==> src/rtl/gray_decode_arbiter.sv <==
// Round-robin arbiter in front of one shared Gray-to-binary decoder.
// The decoded word sits in a single registered output slot with a valid/ready handshake.
module gray_decode_arbiter #(
    parameter  int N       = 4,
    parameter  int NUM_REQ = 4,
    localparam int IDW     = (NUM_REQ > 1) ? $clog2(NUM_REQ) : 1
) (
    input  logic                 clk,
    input  logic                 rst,
    input  logic [NUM_REQ-1:0]   req_valid,
    input  logic [NUM_REQ*N-1:0] req_gray,
    output logic [NUM_REQ-1:0]   req_ready,
    output logic                 out_valid,
    input  logic                 out_ready,
    output logic [N-1:0]         out_bin,
    output logic [IDW-1:0]       out_id
);

    typedef enum logic {EMPTY, FULL} state_t;

    state_t         state;
    logic [IDW-1:0] rr_ptr;
    logic [IDW-1:0] cand;
    logic [IDW-1:0] win;
    logic           found;
    logic           slot_free;
    logic           grant;
    logic [N-1:0]   dec_bin;

    function automatic logic [IDW-1:0] wrap(input int v);
        return IDW'(v % NUM_REQ);
    endfunction

    function automatic logic [N-1:0] gray2bin(input logic [N-1:0] g);
        logic [N-1:0] b;
        b[N-1] = g[N-1];
        for (int k = N - 2; k >= 0; k--)
            b[k] = g[k] ^ b[k+1];
        return b;
    endfunction

    assign out_valid = (state == FULL);
    assign slot_free = (state == EMPTY) | (out_valid & out_ready);

    // NOTE: every variable written here gets a default first, so no latch is inferred.
    always_comb begin
        found = 1'b0;
        win   = '0;
        cand  = '0;
        for (int k = 0; k < NUM_REQ; k++) begin
            cand = wrap(int'(rr_ptr) + k);
            if (!found && req_valid[cand]) begin
                found = 1'b1;
                win   = cand;
            end
        end
        grant   = found & slot_free;
        dec_bin = gray2bin(req_gray[int'(win)*N +: N]);
    end

    // Masked during reset so no requester sees a strobe that the held-in-reset slot ignores.
    always_comb begin
        req_ready = '0;
        if (grant && !rst)
            req_ready[win] = 1'b1;
    end

    // NOTE: sequential state uses non-blocking assignments so all registers update together.
    always_ff @(posedge clk or posedge rst) begin
        if (rst) begin
            state   <= EMPTY;
            out_bin <= '0;
            out_id  <= '0;
            rr_ptr  <= '0;
        end else if (grant) begin
            state   <= FULL;
            out_bin <= dec_bin;
            out_id  <= win;
            rr_ptr  <= wrap(int'(win) + 1);
        end else if (out_valid && out_ready) begin
            state <= EMPTY;
        end
    end

endmodule
==> config.mk <==
export PLATFORM = sky130hd
export DESIGN_NAME = gray_decode_arbiter
export DESIGN_NICKNAME = d
export VERILOG_FILES = /design/src/rtl/gray_decode_arbiter.sv
export SDC_FILE = /design/constraint.sdc
export NUM_CORES = 1
export LEC_CHECK = 0
export ABC_CLOCK_PERIOD_IN_PS = 2300
export CAP_MARGIN = 40
export CORE_MARGIN = 3
export CORE_UTILIZATION = 43
export CTS_BUF_LIST = sky130_fd_sc_hd__clkbuf_16
export DETAILED_ROUTE_END_ITERATION = 8
export DONT_BUFFER_PORTS = 1
export PLACE_DENSITY_LB_ADDON = 0.05
export SKIP_LAST_GASP = 1
export SLEW_MARGIN = 15
export SYNTH_ARGS = -nofsm -noshare
export SYNTH_HDL_FRONTEND = slang
export SYNTH_SLANG_ARGS = --single-unit
==> constraint.sdc <==
create_clock -name clk -period 2.3 [get_ports clk]
set_clock_uncertainty 0.15 [all_clocks]
set_input_delay 0.46 -clock clk [delete_from_list [all_inputs] [get_ports clk]]
set_output_delay 0.46 -clock clk [all_outputs]
set_load 0.05 [all_outputs]
==> results of run 1 <==
## metrics by stage
stage / setup TNS, ns / worst slack (ns) / area, µm² / std cells
floorplan: -0.179 / -0.126 / 726 / 66
global placement: -0.302 / -0.105 / 817 / 89
detailed placement: -0.370 / -0.133 / 817 / 89
CTS: -1.22 / -0.226 / 940 / 95
global route: -1.64 / -0.262 / 1000 / 96
finish: -1.09 / -0.205 / 1000 / 96
## repair_timing
item,in CTS,in global routing
hold buffers,1,0
resized for setup,9,8
hold endpoints to repair,4,0
endpoints found under the setup margin,6,7
pin swaps,1,3
buffers inserted,1,1
## layout make-up
type | instances | area, µm² | share of cell area (%)
tap | 15 | 18.8 | 1.88
clock buffer | 3 | 75.1 | 7.50
inverter | 7 | 31.3 | 3.13
sequential | 9 | 225 | 22.5
timing repair buffer | 13 | 128 | 12.7
multi-input combinational | 48 | 519 | 51.9
clock inverter | 1 | 3.75 | 0.375
## path summary, 6_finish.rpt
check | startpoint | endpoint | cells after the start
setup / recovery | rr_ptr[1] | req_ready[0] | 7
hold / removal | out_ready | out_valid | 1
setup reg to reg | rr_ptr[1] | out_bin[1] | 9
hold reg to reg | rr_ptr[0] | rr_ptr[0] | 2
max in group asynchronous | rst | out_id[0] | 3
min in group asynchronous | rst | out_bin[1] | 2
## cells by family (layout without fill, tap and decap cells)
logic type,after synthesis,after routing,share of synthesized area (%)
XOR/XNOR,5,5,8.33
flip-flops,9,9,31.9
adder cells (fa/ha/maj),4,4,7.09
AO/OA/AOI/OAI,10,10,10.6
AND/OR/NAND/NOR,11,11,8.16
multiplexers,18,18,28.0
buffers and inverters,9,24,5.85
## flip-flops by register name (all words and copies together) (netlist names)
| name | flops |
|---|---|
| out_valid | 1 |
| rr_ptr | 2 |
| out_id | 2 |
| out_bin | 4 |
## where the power goes
part / switching [mW] / internal [mW] / total, mW
logic: 0.282 / 0.378 / 0.660
clock network: 0.0728 / 0.227 / 0.300
registers: 0.216 / 0.220 / 0.436
total: 0.571 / 0.825 / 1.40
## cells in the mapped netlist (all sizes together) (2+ instances only)
cell type,instances
mux2i,10
dfrtp,9
mux2,8
a21oi,7
inv,7
and3,4
ha,4
nor2,4
xnor2,3
xor2,2
## routing by layer
metal	vias up	wire length, µm
met3	2	147
met1	237	595
met2	33	631
li1	263	-
met5	-	0
met4	0	12
## critical path, stage by stage (launching register included)
cell and delay [ns]:
dfrtp_1 0.39, mux2_4 0.32, a221oi_4 0.30, buf_12 0.15, buf_8 0.11, inv_6 0.04
ha_4 0.14, and3_4 0.22
==> impl_metrics.toml, run 1 <==
[clock_tree]
cts_buffers = 3
cts.sinks = 9
cts_tree = "done"
clock_latency_ns = 0.23
htree_levels = 1
cts_buffer_depth = 2
cts_root_buf = "clkbuf_16"
clk_pin_slew_ns = 0.04

[yosys]
synth_edf_count = 0
synth_top_area_share_pct = 31.9
ys.flop_type = "dfrtp_1"
synth_nets = 93
ys_top_cells_by_area = "dfrtp_1 (32%), mux2i_1 (14%), mux2_2 (9.6%)"
synth.largest_area_cell = "dfrtp_1"
synth.distinct_cells = 20
async_reset_ff_share_pct = 100
seq_area_frac_synth_pct = 31.9
syn_area_um2 = 706
synth_cells = 66
ys_warn_count = 0
syn_area_per_cell_um2 = 10.7
synth_seq_cells = 9

[placement]
port_buffers = 0
gp_congestion = 0.683
hpwlAfterDp_mm = 1.12

[global_routing]
antenna_found_initial = 0
met1_usage_pct = 18.9
grt_pass1_vias = 529
met2_usage_pct = 21.4
top_usage_layer = "met2"
track_usage_pct = 14.6
gr-usage-met3_pct = 2.73
grt-ovfl-total = 0
grt_pass1_wl_mm = 2.20
grt_max_degree = 12

[cells_and_area]
fillers = 116
final_common_cell = "mux2i_1"
fin_nets = 109
fin_util_pct = 70.7
final_cell_mix = "mux2i_1 (10), dfrtp_1 (9), buf_4 (9)"
diodes = 0
drive_gt1_share_pct = 43.2
syn2layout_area_growth_pct = 41.8

[pwr]
ir_drop_uv = 737
p_leak_nw = 0.470
power.density_mw_per_mm2 = 1390
power_mw = 1.40

[critical_path]
required_ns = 1.69
crit_fanout = 4
rrSetupSlack_ns = -0.17
critPathLaunchType = "register"
worstSetupPathType = "register to output port"
crit_arrival_ns = 1.90
end_kind = "output port"

[routing]
wl_mm = 1.39
dr_total_vias = 535
drtAntennaViolNets = 0
drc = 0
drt_first_pass_iters = 4
drt-vias-per-instance = 5.57
wl_per_cell_um = 14.4
drtIter0Drc = 6

[timing]
final-setup-viol-count = 7
drv_slew = 0
finalHoldViolations = 0
hold_ws_ns = 0.177
slew_headroom_pct = 67.6
rsz0062_at_grt = "true"
min_period_ns = 2.51
worst_slack_ns = -0.205
fin_crit_sh_pct = 109
tightest_slew_ns = 0.486
max_freq_mhz = 399

[floorplan]
dieHeight_um = 46.5
ios = 34
core-area_mm2 = 0.00142
start_util_pct = 49.9
die_w_um = 46.5
die-area_mm2 = 0.00216
num_rows = 13

[worst_hold_path]
hp-class = "input pin to register"

[flow_run]
drv_cap = 0

[run_status]
outcome = "finished, violations left"
violations = "setup timing"
No activity file was read; power rests on OpenSTA's default activity.
==> inputs of run 2 (changes only) <==
--- a/config.mk
+++ b/config.mk
@@ -10,6 +10,7 @@
 export CORE_MARGIN = 3
 export CORE_UTILIZATION = 43
 export CTS_BUF_LIST = sky130_fd_sc_hd__clkbuf_16
+export CTS_CLUSTER_SIZE = 10
 export DETAILED_ROUTE_END_ITERATION = 8
 export DONT_BUFFER_PORTS = 1
 export PLACE_DENSITY_LB_ADDON = 0.05
==> results of run 2 <==
No change in the layout: final DEF, timing and power equal those of run 1.
